## src/rtl/deser_pkg.sv

```systemverilog
// ----------------------------------------------------------------------------
// deser_pkg
// Shared types and default constants for the buffered deserializer.
//   state_t          : receive state machine encoding (IDLE, RECEIVING, PARITY)
//   DESER_WIDTH_DEF  : default word width in bits
//   DESER_DEPTH_DEF  : default output FIFO depth in words
// ----------------------------------------------------------------------------
package deser_pkg;

    typedef enum logic [1:0] {
        IDLE      = 2'd0,
        RECEIVING = 2'd1,
        PARITY    = 2'd2
    } state_t;

    localparam int DESER_WIDTH_DEF = 8;
    localparam int DESER_DEPTH_DEF = 4;

endpackage

```

## src/rtl/deserializer_buffered_if.sv

```systemverilog
// ----------------------------------------------------------------------------
// deserializer_buffered_if
// Groups the serial input, the consumer handshake and the FIFO status
// signals of deserializer_buffered.
//   data_in, write_in : serial bit and its valid strobe (producer side)
//   ack_in            : consumer pops the FIFO head
//   data_out          : FIFO head word (0 when empty)
//   data_ready        : FIFO not empty
//   status_out        : word partially received
//   full, level       : FIFO occupancy
//   overflow          : sticky flag, a completed word was dropped
//   parity_err        : one-cycle pulse on parity mismatch
// Modports: master drives the inputs (link/consumer side), slave is the DUT.
// ----------------------------------------------------------------------------
interface deserializer_buffered_if #(
    parameter int WIDTH = 8,
    parameter int DEPTH = 4
) ();

    logic                       data_in;
    logic                       write_in;
    logic                       ack_in;
    logic [WIDTH-1:0]           data_out;
    logic                       data_ready;
    logic                       status_out;
    logic                       full;
    logic [$clog2(DEPTH+1)-1:0] level;
    logic                       overflow;
    logic                       parity_err;

    modport master (
        output data_in, write_in, ack_in,
        input  data_out, data_ready, status_out, full, level, overflow, parity_err
    );

    modport slave (
        input  data_in, write_in, ack_in,
        output data_out, data_ready, status_out, full, level, overflow, parity_err
    );

endinterface

```

## src/rtl/deser_fifo.sv

```systemverilog
// ----------------------------------------------------------------------------
// deser_fifo
// Output word FIFO for the deserializer. DEPTH must be a power of 2 so the
// pointers wrap naturally.
//   clock_100k, reset_n : clock, asynchronous active-low reset
//   push, din           : write din at the tail (accepted if not full, or if
//                         a pop happens in the same cycle)
//   pop                 : remove the head (ignored when empty)
//   dout                : head word, 0 when empty
//   empty, full, level  : occupancy
// ----------------------------------------------------------------------------
module deser_fifo #(
    parameter int WIDTH = 8,
    parameter int DEPTH = 4
) (
    input  logic                       clock_100k,
    input  logic                       reset_n,
    input  logic                       push,
    input  logic                       pop,
    input  logic [WIDTH-1:0]           din,
    output logic [WIDTH-1:0]           dout,
    output logic                       empty,
    output logic                       full,
    output logic [$clog2(DEPTH+1)-1:0] level
);

    localparam int PTR_W = $clog2(DEPTH);
    localparam int LVL_W = $clog2(DEPTH+1);

    logic [WIDTH-1:0] mem_q [DEPTH];
    logic [PTR_W-1:0] wr_ptr_q, rd_ptr_q;
    logic [LVL_W-1:0] level_q, level_d;
    logic             do_push, do_pop;

    assign empty = (level_q == '0);
    assign full  = (level_q == LVL_W'(DEPTH));
    assign level = level_q;
    assign dout  = empty ? '0 : mem_q[rd_ptr_q];

    // A full FIFO still takes a push when the head leaves in the same cycle.
    assign do_pop  = pop & ~empty;
    assign do_push = push & (~full | do_pop);

    always_comb begin
        level_d = level_q;
        case ({do_push, do_pop})
            2'b10:   level_d = level_q + LVL_W'(1);
            2'b01:   level_d = level_q - LVL_W'(1);
            default: level_d = level_q;
        endcase
    end

    always_ff @(posedge clock_100k or negedge reset_n) begin
        if (!reset_n) begin
            wr_ptr_q <= '0;
            rd_ptr_q <= '0;
            level_q  <= '0;
        end else begin
            if (do_push) wr_ptr_q <= wr_ptr_q + PTR_W'(1);
            if (do_pop)  rd_ptr_q <= rd_ptr_q + PTR_W'(1);
            level_q <= level_d;
        end
    end

    // Storage needs no reset: dout is masked while the FIFO is empty.
    always_ff @(posedge clock_100k) begin
        if (do_push) mem_q[wr_ptr_q] <= din;
    end

endmodule

```

## src/rtl/deserializer_buffered.sv

```systemverilog
// ----------------------------------------------------------------------------
// deserializer_buffered
// Serial-to-parallel converter with a DEPTH-entry output FIFO. One bit is
// sampled per clock while write_in is high; every WIDTH bits form a word that
// is queued for the consumer.
//   clock_100k : sole clock, rising edge
//   reset_n    : asynchronous active-low reset
//   bus        : deserializer_buffered_if.slave (serial input, consumer
//                handshake, FIFO status, overflow and parity flags)
// Parameters: WIDTH (>=2), DEPTH (power of 2, >=2), MSB_FIRST (1: first bit
// lands in data_out[WIDTH-1], 0: first bit lands in data_out[0]).
// Optional feature: define DESER_PARITY_EN to expect one even-parity bit
// after each word; mismatching words are dropped and flagged on parity_err.
// ----------------------------------------------------------------------------
module deserializer_buffered
    import deser_pkg::*;
#(
    parameter int WIDTH     = DESER_WIDTH_DEF,
    parameter int DEPTH     = DESER_DEPTH_DEF,
    parameter bit MSB_FIRST = 1'b1
) (
    input  logic clock_100k,
    input  logic reset_n,
    deserializer_buffered_if.slave bus
);

    localparam int CNT_W = $clog2(WIDTH+1);

    state_t           state_q, state_d;
    logic [CNT_W-1:0] cnt_q, cnt_d;
    logic [WIDTH-1:0] shreg_q, shreg_d;
    logic             status_q;
    logic             overflow_q, overflow_d;
    logic [WIDTH-1:0] shifted;
    logic [WIDTH-1:0] push_word;
    logic             push_req;
    logic             last_bit;
    logic             fifo_empty, fifo_full;
`ifdef DESER_PARITY_EN
    logic             perr_q, perr_d;
`endif

    assign shifted  = MSB_FIRST ? {shreg_q[WIDTH-2:0], bus.data_in}
                                : {bus.data_in, shreg_q[WIDTH-1:1]};
    assign last_bit = (cnt_q == CNT_W'(WIDTH-1));

    always_comb begin
        state_d   = state_q;
        cnt_d     = cnt_q;
        shreg_d   = shreg_q;
        push_req  = 1'b0;
        push_word = shifted;
`ifdef DESER_PARITY_EN
        perr_d    = 1'b0;
`endif
        case (state_q)
            IDLE: begin
                if (bus.write_in) begin
                    shreg_d = shifted;
                    cnt_d   = CNT_W'(1);
                    state_d = RECEIVING;
                end
            end
            RECEIVING: begin
                if (bus.write_in) begin
                    shreg_d = shifted;
                    if (last_bit) begin
                        cnt_d = '0;
`ifdef DESER_PARITY_EN
                        state_d = PARITY;
`else
                        push_req = 1'b1;
                        state_d  = IDLE;
`endif
                    end else begin
                        cnt_d = cnt_q + CNT_W'(1);
                    end
                end
            end
`ifdef DESER_PARITY_EN
            PARITY: begin
                if (bus.write_in) begin
                    // Even parity: word XOR parity bit must be 0.
                    push_word = shreg_q;
                    if (^{shreg_q, bus.data_in}) perr_d   = 1'b1;
                    else                         push_req = 1'b1;
                    state_d = IDLE;
                end
            end
`endif
            default: state_d = IDLE;
        endcase
    end

    // A full FIFO only drops the word when no pop frees a slot this cycle.
    assign overflow_d = overflow_q | (push_req & fifo_full & ~bus.ack_in);

    always_ff @(posedge clock_100k or negedge reset_n) begin
        if (!reset_n) begin
            state_q    <= IDLE;
            cnt_q      <= '0;
            shreg_q    <= '0;
            status_q   <= 1'b0;
            overflow_q <= 1'b0;
`ifdef DESER_PARITY_EN
            perr_q     <= 1'b0;
`endif
        end else begin
            state_q    <= state_d;
            cnt_q      <= cnt_d;
            shreg_q    <= shreg_d;
            status_q   <= (state_d != IDLE);
            overflow_q <= overflow_d;
`ifdef DESER_PARITY_EN
            perr_q     <= perr_d;
`endif
        end
    end

    deser_fifo #(
        .WIDTH (WIDTH),
        .DEPTH (DEPTH)
    ) u_fifo (
        .clock_100k (clock_100k),
        .reset_n    (reset_n),
        .push       (push_req),
        .pop        (bus.ack_in),
        .din        (push_word),
        .dout       (bus.data_out),
        .empty      (fifo_empty),
        .full       (fifo_full),
        .level      (bus.level)
    );

    assign bus.data_ready = ~fifo_empty;
    assign bus.full       = fifo_full;
    assign bus.status_out = status_q;
    assign bus.overflow   = overflow_q;
`ifdef DESER_PARITY_EN
    assign bus.parity_err = perr_q;
`else
    assign bus.parity_err = 1'b0;
`endif

endmodule

```

## src/flat_wrapper.sv

```systemverilog
// flat-port wrapper written by rule: the top's interface ports become plain ports
module deserializer_buffered_flat import deser_pkg::*;
#(
    parameter int WIDTH     = DESER_WIDTH_DEF,
    parameter int DEPTH     = DESER_DEPTH_DEF,
    parameter bit MSB_FIRST = 1'b1
)
  (clock_100k, reset_n, bus_data_in, bus_write_in, bus_ack_in, bus_data_out, bus_data_ready, bus_status_out, bus_full, bus_level, bus_overflow, bus_parity_err);
  deserializer_buffered_if #(.WIDTH(WIDTH), .DEPTH(DEPTH)) bus_i ();
  input  logic clock_100k;
  input  logic reset_n;
  input wire logic [$bits(bus_i.data_in)-1:0] bus_data_in;
  input wire logic [$bits(bus_i.write_in)-1:0] bus_write_in;
  input wire logic [$bits(bus_i.ack_in)-1:0] bus_ack_in;
  output wire logic [$bits(bus_i.data_out)-1:0] bus_data_out;
  output wire logic [$bits(bus_i.data_ready)-1:0] bus_data_ready;
  output wire logic [$bits(bus_i.status_out)-1:0] bus_status_out;
  output wire logic [$bits(bus_i.full)-1:0] bus_full;
  output wire logic [$bits(bus_i.level)-1:0] bus_level;
  output wire logic [$bits(bus_i.overflow)-1:0] bus_overflow;
  output wire logic [$bits(bus_i.parity_err)-1:0] bus_parity_err;
  assign bus_i.data_in = bus_data_in;
  assign bus_i.write_in = bus_write_in;
  assign bus_i.ack_in = bus_ack_in;
  assign bus_data_out = bus_i.data_out;
  assign bus_data_ready = bus_i.data_ready;
  assign bus_status_out = bus_i.status_out;
  assign bus_full = bus_i.full;
  assign bus_level = bus_i.level;
  assign bus_overflow = bus_i.overflow;
  assign bus_parity_err = bus_i.parity_err;
  deserializer_buffered #(.WIDTH(WIDTH), .DEPTH(DEPTH), .MSB_FIRST(MSB_FIRST)) u_core (.clock_100k(clock_100k), .reset_n(reset_n), .bus(bus_i));
endmodule
```

## config.mk

```make
export PLATFORM = sky130hd
export DESIGN_NAME = deserializer_buffered_flat
export DESIGN_NICKNAME = d
export VERILOG_FILES = /design/src/rtl/deser_pkg.sv /design/src/rtl/deserializer_buffered_if.sv /design/src/rtl/deser_fifo.sv /design/src/rtl/deserializer_buffered.sv /design/src/flat_wrapper.sv
export SDC_FILE = /design/constraint.sdc
export NUM_CORES = 1
export LEC_CHECK = 0
export ABC_CLOCK_PERIOD_IN_PS = 5900
export CORE_MARGIN = 2
export CORE_UTILIZATION = 30
export CTS_BUF_LIST = sky130_fd_sc_hd__clkbuf_16
export CTS_CLUSTER_DIAMETER = 200
export CTS_CLUSTER_SIZE = 12
export DETAILED_ROUTE_END_ITERATION = 7
export PLACE_DENSITY = 0.52
export SYNTH_ARGS = -nofsm -noshare
export SYNTH_HDL_FRONTEND = slang
export SYNTH_SLANG_ARGS = --single-unit
```

## constraint.sdc

```tcl
create_clock -name clock_100k -period 5.9 [get_ports clock_100k]
set_input_delay 1.18 -clock clock_100k [delete_from_list [all_inputs] [get_ports clock_100k]]
set_output_delay 1.18 -clock clock_100k [all_outputs]
set_load 0.02 [all_outputs]
```

==> summary.md, run 1 <==
| Metric | Value |
|---|---|
| TNS Setup | `0 ns` |
| Crit. End Element | `output pin` |
| Drt pass-1 iters | `4` |
| Synth Cell Area | `2290 um2` |
| Met3 usage | `0.0257` |
| Reg2reg setup slack | `3.53 ns` |
| Max stage delay on crit path | `0.71 ns` |
| Initial antenna violation count | `0` |
| Crit path depth | `3` |
| CP arrival | `2.27 ns` |
| Core area | `7330 um2` |
| Post-cts hold buffer count | `0` |
| Crit-path max FO | `10` |
| First-pass GRT wire length | `6620 um` |
| Met2 usage | `0.176` |
| CTS H-tree depth | `2` |
| Internal Power | `0.791 mW` |
| Register area share after synthesis | `0.661` |
| Max IR drop VDD | `0.000105 V` |
| Slowest CP cell | `dfrtp_1` |
| Total GRT Usage | `0.101` |
| Worst r2r dst | `u_core.u_fifo.level[2]` |
| FMAX | `0.289 GHz` |
| Port Buffers | `19` |
| Unique masters post-synth | `32` |
| Leak | `1.04 nW` |
| Max clock buf depth | `2` |
| Power Density | `418 nW/um2` |
| Die area | `8340 um2` |
| Fin nets | `190` |
| Sequential power share | `0.448` |
| Synth Register Bits | `54` |
| Drc violations | `0` |
| Synthesized instance count | `157` |
| DRT iter0 DRCs | `82` |
| Worst Setup EP | `bus_data_out[6]` |
| CTS root buf | `clkbuf_16` |
| Synthesis warning total | `0` |
| # rows | `31` |
| # clock sinks | `54` |
| Num CTS Buffers | `5` |
| Status | `finished clean` |
| Share of cells above drive strength 1 | `0.112` |
| Clk_skew | `0.00816 ns` |
| Area delta synth->final | `18.9%` |
| Clock network power share | `0.243` |
| Hold Slack | `0.472 ns` |
| Vias | `1227` |
| Yosys top cell area share | `0.420` |
| # diodes | `0` |
| Routed WL | `3850 um` |
| Reg-to-reg critical path startpoint | `u_core.state_q[1]` |
| Routed vias/inst | `4.41` |
| Initial core utilization | `0.312` |
| Overflow after GRT | `0` |
| DP Worst Slack | `2.31 ns` |
| Critical Path Start | `u_core.u_fifo.rd_ptr_q[0]` |
| # Post-CTS Setup Buffers | `0` |
| Die height | `91.3 um` |
| ANT nets after route | `0` |
| Final Hold Violating Endpoints | `0` |
| Crit start category | `register` |
| Worst min path class | `reg2reg` |
| Vias in the first global route | `1310` |
| Max Cap Viol | `0` |
| Delay-heaviest family, CP | `flip-flops` |
| Net Sw Frac | `0.304` |
| Most Used Layer, Global Route | `met2` |
| CP required | `4.72 ns` |
| Reg2reg path depth | `9` |
| Synth area leader | `edfxtp_1` |
| Worst setup path class | `reg2out` |
| Final worst setup slack | `2.45 ns` |
| RSZ-0062 raised after global routing | `no` |
| Syn_area_per_cell | `14.6 um2` |
| CTS tree | `yes` |
| Clk slew on worst S/H paths | `0.06 ns` |
| Period Utilization, post-route | `0.586` |
| Count of boundary I/O pins | `21` |
| Critical-path cell list | `mux4_2 > and2_1 > clkdlybuf4s50_1` |
| Buffers & Inverters on Critical Path | `1` |
| Die X | `91.3 um` |
| GPL Wtd Cong | `0.758` |
| Dpl hpwl | `2760 um` |
| Synth area leaders | `edfxtp_1 (42%), dfrtp_1 (24%), mux4_2 (7.9%), nand2_1 (3.9%), and2_1 (3.6%)` |
| Max-slew headroom | `0.345` |
| Combinational Power Share | `0.309` |
| Psw | `0.346 mW` |
| DR WL/cell | `13.8 um` |
| Later-pin clock latency in the skew report | `0.28 ns` |
| Final setup fails | `0` |
| Met1 usage | `0.131` |
| Tmin final | `3.45 ns` |
| Worst slew pin tran | `0.980 ns` |
| Post-CTS Resized | `0` |
| Largest net degree at the start of global routing | `23` |
| Count of pins over their slew limit | `0` |
[how the worst min path moves through the flow]
stage | startpoint | end | slack, ns | cells after the start
floorplan | u_core.state_q[1] | u_core.bus.status_out | 0.46 | 1
global placement | u_core.bus.overflow | u_core.bus.overflow | 0.45 | 1
detailed placement | u_core.bus.overflow | u_core.bus.overflow | 0.46 | 1
CTS | u_core.bus.overflow | u_core.bus.overflow | 0.48 | 1
global route | u_core.bus.overflow | u_core.bus.overflow | 0.52 | 1
finish | u_core.bus.overflow | u_core.bus.overflow | 0.47 | 1
[cells by family after synthesis]
| logic type | after synthesis | share of synthesized area |
|---|---|---|
| other | 1 | 0.00164 |
| XOR/XNOR | 6 | 0.0230 |
| AND/OR/NAND/NOR | 59 | 0.139 |
| AO/OA/AOI/OAI | 7 | 0.0208 |
| buffers and inverters | 13 | 0.0235 |
| adder cells (fa/ha/maj) | 7 | 0.0416 |
| multiplexers | 10 | 0.0897 |
| flip-flops | 54 | 0.661 |
[stage by stage]
step | total power, mW | area (um2) | util | instances
5_1_grt | 1.21 | 2720 | 0.371 | 278
4_1_cts | 1.16 | 2720 | 0.371 | 278
2_1_floorplan | 0.727 | 2290 | - | 158
3_5_place_dp | 0.876 | 2580 | 0.352 | 270
3_3_place_gp | 0.863 | 2580 | 0.352 | 270
6_report | 1.14 | 2720 | 0.371 | 278
[layer usage]
metal  part of all wire  wire length (um)
met1               0.47              1790
met2               0.50              1910
met3              0.035               135
met4             0.0021                 8
met5                  0                 0
[cells in the mapped netlist (all sizes together)]
master  number
and3         2
and2        13
xor2         3
o211ai       1
nor2b        3
nand2       25
ha           6
a211oi       2
o31ai        1
inv          7
o21ai        2
mux2         1
nand3        4
nor4         1
edfxtp      32
dfrtp       22
fa           1
clkbuf       4
conb         1
a21o         1
nor4b        1
mux2i        1
xnor2        3
buf          2
nand2b       2
mux4         8
or3          2
nor2         4
nor3         2
[flip-flops by register name, summed over array words and instances (netlist names)]
register                count
u_core.u_fifo.mem_q        32
u_core.cnt_q                4
u_core.bus.status_out       1
u_core.u_fifo.rd_ptr_q      2
u_core.u_fifo.wr_ptr_q      2
u_core.state_q              2
u_core.bus.overflow         1
u_core.u_fifo.level         3
u_core.shreg_q              7
[layout by cell type (no fill, tap or decap), types with 2 or more instances in the layout]
cell / instances
a211oi_1: 2
and3_1: 2
nand3_1: 4
conb_1: 2
or3_1: 2
and2_1: 13
o21ai_0: 2
xor2_1: 3
dfrtp_1: 22
clkdlybuf4s50_1: 19
xnor2_1: 3
mux4_2: 8
nor3_1: 2
edfxtp_1: 32
inv_1: 8
ha_1: 6
clkbuf_16: 5
nor2_1: 4
nor2b_1: 3
nand2_1: 24
[worst register-to-register path, delay by kind of cell, from the launching register on]
kind,cells,cell delay (ns)
buf+inv,2,0.17
simple gates,3,0.97
xor+xnor,2,0.29
fa+ha+maj,2,0.41
flops,1,0.42
[cell type report]
type                    count  area [um2]
fillers                   696        4610
flip-flops and latches     54        1510
multi-input cells          91         726
repair buffers             19         190
clock buffers               5         125
well taps                  99         124
inverters                   7        26.3
clock inverters             3        17.5
[power groups by stage]
stage	Clock [mW]	Sequential, mW	Combinational (mW)
2_1_floorplan	0	0.490	0.236
3_3_place_gp	0	0.517	0.346
3_5_place_dp	0	0.520	0.356
4_1_cts	0.287	0.512	0.357
5_1_grt	0.303	0.523	0.381
6_report	0.276	0.509	0.351
Power figures use the tool's default switching activity.
==> inputs of run 2 (changes only) <==
--- a/config.mk
+++ b/config.mk
@@ -5,7 +5,7 @@
 export SDC_FILE = /design/constraint.sdc
 export NUM_CORES = 1
 export LEC_CHECK = 0
-export ABC_CLOCK_PERIOD_IN_PS = 5900
+export ABC_CLOCK_PERIOD_IN_PS = 3200
 export CORE_MARGIN = 2
 export CORE_UTILIZATION = 30
 export CTS_BUF_LIST = sky130_fd_sc_hd__clkbuf_16
==> constraint.sdc (replaced) <==
create_clock -name clock_100k -period 3.2 [get_ports clock_100k]
set_input_delay 0.64 -clock clock_100k [delete_from_list [all_inputs] [get_ports clock_100k]]
set_output_delay 0.64 -clock clock_100k [all_outputs]
set_load 0.02 [all_outputs]
==> summary.md, run 2 (synthesis gave the netlist of run 1 again) <==
| Metric | Value |
|---|---|
| ANT nets after route | `0 (unchanged)` |
| Total GRT Usage | `0.101 (about the same)` |
| Max clock buf depth | `2 (unchanged)` |
| Regs by FF count | `u_core.u_fifo.mem_q (32), u_core.shreg_q (7), u_core.cnt_q (4) (unchanged)` |
| Post-layout util | `0.378 (was 0.371)` |
| Combinational Power Share | `0.301 (was 0.309)` |
| Vias | `1250 (was 1227)` |
| Crit. End Element | `output pin (unchanged)` |
| Internal Power | `1.55 mW (was 0.791 mW)` |
| CTS tree | `yes (unchanged)` |
| Period Utilization, post-route | `0.908` |
| Number of flip-flops under the largest register name | `32 (unchanged)` |
| Area delta synth->final | `21.3% (was 18.9%)` |
| Largest Register | `u_core.u_fifo.mem_q (unchanged)` |
| CTS root buf | `clkbuf_16 (unchanged)` |
| Post-cts hold buffer count | `0 (unchanged)` |
| Share of cells above drive strength 1 | `0.131 (was 0.112)` |
| Worst slew pin tran | `0.713 ns (was 0.980 ns)` |
| Routed vias/inst | `4.43 (was 4.41)` |
| Clock network power share | `0.273 (was 0.243)` |
| Fin nets | `194 (was 190)` |
| # rows | `31 (unchanged)` |
| Sequential power share | `0.426 (was 0.448)` |
| # Post-CTS Setup Buffers | `0 (unchanged)` |
| # fillers | `689 (was 696)` |
| # clock sinks | `54 (unchanged)` |
| CTS H-tree depth | `2 (unchanged)` |
| Port Buffers | `19 (unchanged)` |
| DR WL/cell | `13.9 um (was 13.8 um)` |
| Net Sw Frac | `0.296 (was 0.304)` |
| Clk slew on worst S/H paths | `0.07 ns (was 0.06 ns)` |
| Status | `finished clean (unchanged)` |
| Later-pin clock latency in the skew report | `0.29 ns (was 0.28 ns)` |
| Post-CTS Resized | `0 (unchanged)` |
| Routed WL | `3920 um (was 3850 um)` |
| Crit-path max FO | `9 (was 10)` |
| Max IR drop VDD | `0.000279 V (was 0.000105 V)` |
| GPL Wtd Cong | `0.689 (was 0.758)` |
| Drc violations | `0 (unchanged)` |
| Initial core utilization | `0.312 (unchanged)` |
| Psw | `0.651 mW (was 0.346 mW)` |
| Worst min path class | `reg2reg (unchanged)` |
| Tmin final | `2.90 ns` |
| TNS Setup | `0 ns (unchanged)` |
| Die area | `8340 um2 (unchanged)` |
| First-pass GRT wire length | `6620 um (about the same)` |
| Most frequent cells in the layout | `edfxtp_1 (32), nand2_1 (24), dfrtp_1 (22) (unchanged)` |
| # diodes | `0 (unchanged)` |
| Count of boundary I/O pins | `21 (unchanged)` |
| DP Area | `2610 um2 (was 2580 um2)` |
| Num CTS Buffers | `5 (unchanged)` |
| CP required | `2.56 ns (was 4.72 ns)` |
| FMAX | `0.344 GHz` |
| Die X | `91.3 um (unchanged)` |
| Power Density | `792 nW/um2 (was 418 nW/um2)` |
| Drt pass-1 iters | `4 (unchanged)` |
| Final Hold Violating Endpoints | `0 (unchanged)` |
| Hold Slack | `0.492 ns (was 0.472 ns)` |
| Final setup fails | `0 (unchanged)` |
| Die height | `91.3 um (unchanged)` |
| Crit start category | `register (unchanged)` |
| Max Cap Viol | `0 (unchanged)` |
| Leak | `1.07 nW (was 1.04 nW)` |
| Clk_skew | `0.00340 ns (was 0.00816 ns)` |
| Dpl hpwl | `2730 um (was 2760 um)` |
| Core area | `7330 um2 (unchanged)` |
| Overflow after GRT | `0 (unchanged)` |
| Initial antenna violation count | `0 (unchanged)` |
| DRT iter0 DRCs | `49 (was 82)` |
| Largest net degree at the start of global routing | `23 (unchanged)` |
| Multi-input gate area | `726 um2 (unchanged)` |
| Register area | `1510 um2 (unchanged)` |
| CP arrival | `2.26 ns (was 2.27 ns)` |
| RSZ-0062 raised after global routing | `no (unchanged)` |
| Worst setup path class | `reg2out (unchanged)` |
| Total chip power | `2.20 mW (was 1.14 mW)` |
| Most common cell after layout, fill and taps aside | `edfxtp_1 (unchanged)` |
| Vias in the first global route | `1270 (was 1310)` |
| Fin area | `2770 um2 (was 2720 um2)` |
| Max-slew headroom | `0.524 (was 0.345)` |
| Count of pins over their slew limit | `0 (unchanged)` |
-- run 2: path summary, 6_finish.rpt --
kind	from	slack, ns	to	cells after the start
max	u_core.u_fifo.rd_ptr_q[0]	0.30	bus_data_out[2]	3
min	u_core.bus.overflow	0.49	u_core.bus.overflow	1
max reg2reg	u_core.u_fifo.level[0]	1.00	u_core.u_fifo.level[1]	6
min reg2reg	u_core.bus.overflow	0.49	u_core.bus.overflow	1
max in group asynchronous	reset_n	2.27	u_core.shreg_q[3]	2
min in group asynchronous	reset_n	0.70	u_core.state_q[1]	2
-- run 2: stage by stage --
step	setup slack [ns]	cells
6_report	0.295	282
5_1_grt	0.148	282
4_1_cts	0.221	282
3_5_place_dp	0.418	274
3_3_place_gp	0.536	274
2_1_floorplan	1.03	158
-- run 2: cell type report --
| type | instances | area share |
|---|---|---|
| sequential | 54 | 0.545 |
| multi-input combinational | 91 | 0.262 |
| timing repair buffer | 23 | 0.0794 |
| clock buffer | 5 | 0.0451 |
| tap | 99 | 0.0447 |
| clock inverter | 3 | 0.0149 |
| inverter | 7 | 0.00947 |
-- run 2: power groups by stage --
| stage | sequential, mW | combinational, mW | clock, mW |
|---|---|---|---|
| after detailed placement | 0.958 | 0.673 | 0 |
| after global placement | 0.950 | 0.656 | 0 |
| final | 0.935 | 0.662 | 0.600 |
| after floorplan | 0.904 | 0.436 | 0 |
| after CTS | 0.943 | 0.675 | 0.613 |
| after global routing | 0.954 | 0.721 | 0.640 |
-- run 2: routing by layer --
metal  GRT usage  part of all wire  up-vias
li1            -                 -      602
met3      0.0307             0.049        2
met4      0.0189            0.0059        0
met1       0.131              0.46      618
met2       0.170              0.49       28
met5           0                 0        -
-- run 2: worst max-delay path, cell delays in order, from the launching register on --
cell	delay (ns)
dfrtp_1	0.70
mux4_2	0.56
and2_1	0.16
clkdlybuf4s50_1	0.55
==> inputs of run 3 (changes only) <==
--- a/config.mk
+++ b/config.mk
@@ -6,13 +6,12 @@
 export NUM_CORES = 1
 export LEC_CHECK = 0
 export ABC_CLOCK_PERIOD_IN_PS = 3200
-export CORE_MARGIN = 2
 export CORE_UTILIZATION = 30
 export CTS_BUF_LIST = sky130_fd_sc_hd__clkbuf_16
 export CTS_CLUSTER_DIAMETER = 200
 export CTS_CLUSTER_SIZE = 12
 export DETAILED_ROUTE_END_ITERATION = 7
-export PLACE_DENSITY = 0.52
+export PLACE_DENSITY = 0.58
 export SYNTH_ARGS = -nofsm -noshare
 export SYNTH_HDL_FRONTEND = slang
 export SYNTH_SLANG_ARGS = --single-unit
==> summary.md, run 3 (synthesis gave the netlist of run 1 again) <==
| Metric | Value |
|---|---|
| Status | `finished clean (unchanged)` |
| Finished Layout Cells | `283 (was 282)` |
| # fillers | `696 (was 689)` |
| Vias | `1209 (was 1250)` |
| Met1 usage | `0.149 (was 0.131)` |
| Fin nets | `195 (was 194)` |
| Multi-input gate area | `726 um2 (unchanged)` |
| Final Hold Violating Endpoints | `0 (unchanged)` |
| Most Used Layer, Global Route | `met2 (unchanged)` |
| Dpl hpwl | `2440 um (was 2730 um)` |
| Largest net degree at the start of global routing | `23 (unchanged)` |
| Largest Register | `u_core.u_fifo.mem_q (unchanged)` |
| Die X | `89.3 um (was 91.3 um)` |
| Reg2reg setup slack | `1.05 ns (was 1.00 ns)` |
| TNS Setup | `0 ns (unchanged)` |
| Routed WL | `3610 um (was 3920 um)` |
| Drt pass-1 iters | `6 (was 4)` |
| DRT iter0 DRCs | `52 (was 49)` |
| Met2 usage | `0.160 (was 0.170)` |
| # diodes | `0 (unchanged)` |
| Initial antenna violation count | `0 (unchanged)` |
| Clk_skew | `0.00621 ns (was 0.00340 ns)` |
| Port Buffers | `19 (unchanged)` |
| RSZ-0062 raised after global routing | `no (unchanged)` |
| CTS root buf | `clkbuf_16 (unchanged)` |
| Clk slew on worst S/H paths | `0.07 ns (about the same)` |
| Worst r2r dst | `u_core.u_fifo.level[1] (unchanged)` |
| Area delta synth->final | `21.9% (was 21.3%)` |
| Leak | `1.07 nW (about the same)` |
| Crit. End Element | `output pin (unchanged)` |
| Crit-path max FO | `9 (unchanged)` |
| Period Utilization, post-route | `0.898 (was 0.908)` |
| Core area | `7290 um2 (was 7330 um2)` |
| Vias in the first global route | `1191 (was 1270)` |
| Worst setup path class | `reg2out (unchanged)` |
| CTS tree | `yes (unchanged)` |
| Min-delay src | `u_core.bus.overflow (unchanged)` |
| Later-pin clock latency in the skew report | `0.29 ns (about the same)` |
| CP arrival | `2.23 ns (was 2.26 ns)` |
| Post-CTS Resized | `0 (unchanged)` |
| Met3 usage | `0.0295 (was 0.0307)` |
| Register area | `1510 um2 (unchanged)` |
| FMAX | `0.348 GHz (was 0.344 GHz)` |
| Regs by FF count | `u_core.u_fifo.mem_q (32), u_core.shreg_q (7), u_core.cnt_q (4) (unchanged)` |
| Reg2reg path depth | `6 (unchanged)` |
| Max-slew headroom | `0.639 (was 0.524)` |
| Die area | `7980 um2 (was 8340 um2)` |
| Power Density | `790 nW/um2 (was 792 nW/um2)` |
| Number of flip-flops under the largest register name | `32 (unchanged)` |
| Placed Cells | `275 (was 274)` |
| Most frequent cells in the layout | `edfxtp_1 (32), nand2_1 (24), dfrtp_1 (22) (unchanged)` |
| Routed vias/inst | `4.27 (was 4.43)` |
| # Post-CTS Setup Buffers | `0 (unchanged)` |
| Max IR drop VDD | `0.000225 V (was 0.000279 V)` |
| Crit start category | `register (unchanged)` |
| Total GRT Usage | `0.107 (was 0.101)` |
| Worst slew pin tran | `0.541 ns (was 0.713 ns)` |
| Num CTS Buffers | `5 (unchanged)` |
| Share of cells above drive strength 1 | `0.141 (was 0.131)` |
| Max Cap Viol | `0 (unchanged)` |
| # clock sinks | `54 (unchanged)` |
| Most common cell after layout, fill and taps aside | `edfxtp_1 (unchanged)` |
| CP required | `2.56 ns (about the same)` |
| Overflow after GRT | `0 (unchanged)` |
| Initial core utilization | `0.314 (was 0.312)` |
| Total chip power | `2.20 mW (about the same)` |
| Drc violations | `0 (unchanged)` |
| Hold Path Stages | `1 (unchanged)` |
| Final setup fails | `0 (unchanged)` |
| Count of pins over their slew limit | `0 (unchanged)` |
| Worst hold endpoint | `u_core.bus.overflow (unchanged)` |
| ANT nets after route | `0 (unchanged)` |
| Die height | `89.3 um (was 91.3 um)` |
| CTS H-tree depth | `2 (unchanged)` |
| Reg-to-reg critical path startpoint | `u_core.u_fifo.level[0] (unchanged)` |
| First-pass GRT wire length | `6180 um (was 6620 um)` |
| Worst min path class | `reg2reg (unchanged)` |
| Post-cts hold buffer count | `0 (unchanged)` |
| GPL Wtd Cong | `0.637 (was 0.689)` |
| Tmin final | `2.87 ns (was 2.90 ns)` |
| Count of boundary I/O pins | `21 (unchanged)` |
| DR WL/cell | `12.7 um (was 13.9 um)` |
| Max clock buf depth | `2 (unchanged)` |
| # rows | `31 (unchanged)` |
## run 3: worst max path at each step
stage	start	endpoint	slack (ns)
after detailed placement	bus_ack_in	u_core.u_fifo.level[2]	0.47
final	u_core.u_fifo.rd_ptr_q[0]	bus_data_out[5]	0.33
after global routing	u_core.u_fifo.rd_ptr_q[0]	bus_data_out[5]	0.15
after floorplan	bus_ack_in	u_core.u_fifo.level[2]	1.03
after CTS	u_core.u_fifo.rd_ptr_q[0]	bus_data_out[5]	0.26
after global placement	bus_ack_in	u_core.u_fifo.level[2]	0.52
## run 3: through the flow
step                hold WS (ns)  utilization  setup slack, ns  instance area [um2]
detailed placement         0.479        0.359            0.472                 2620
floorplan                  0.344            -             1.03                 2290
global placement           0.493        0.359            0.518                 2620
CTS                        0.505        0.382            0.256                 2790
finish                     0.498        0.382            0.326                 2790
global route               0.510        0.382            0.151                 2790
## run 3: cell type report
| class | instances | share of cell area |
|---|---|---|
| sequential | 54 | 0.542 |
| multi-input combinational | 91 | 0.260 |
| timing repair buffer | 24 | 0.0817 |
| clock buffer | 5 | 0.0449 |
| tap | 99 | 0.0444 |
| clock inverter | 3 | 0.0175 |
| inverter | 7 | 0.00942 |
## run 3: power by group
group / internal [mW] / leakage (nW) / switching (mW)
Sequential: 0.816 / 0.569 / 0.117
Combinational: 0.365 / 0.421 / 0.287
Clock: 0.375 / 0.0819 / 0.245
Total: 1.56 / 1.07 / 0.649
## run 3: worst max-delay path: stages, from the launching register on
cell             delay [ns]
dfrtp_1                0.68
mux4_2                 0.58
and2_1                 0.17
clkdlybuf4s50_1        0.53
## run 3: metal layers
layer	part of all wire	vias to the layer above
li1	-	603
met1	0.49	582
met5	0	-
met4	0.0091	0
met2	0.46	22
met3	0.034	2
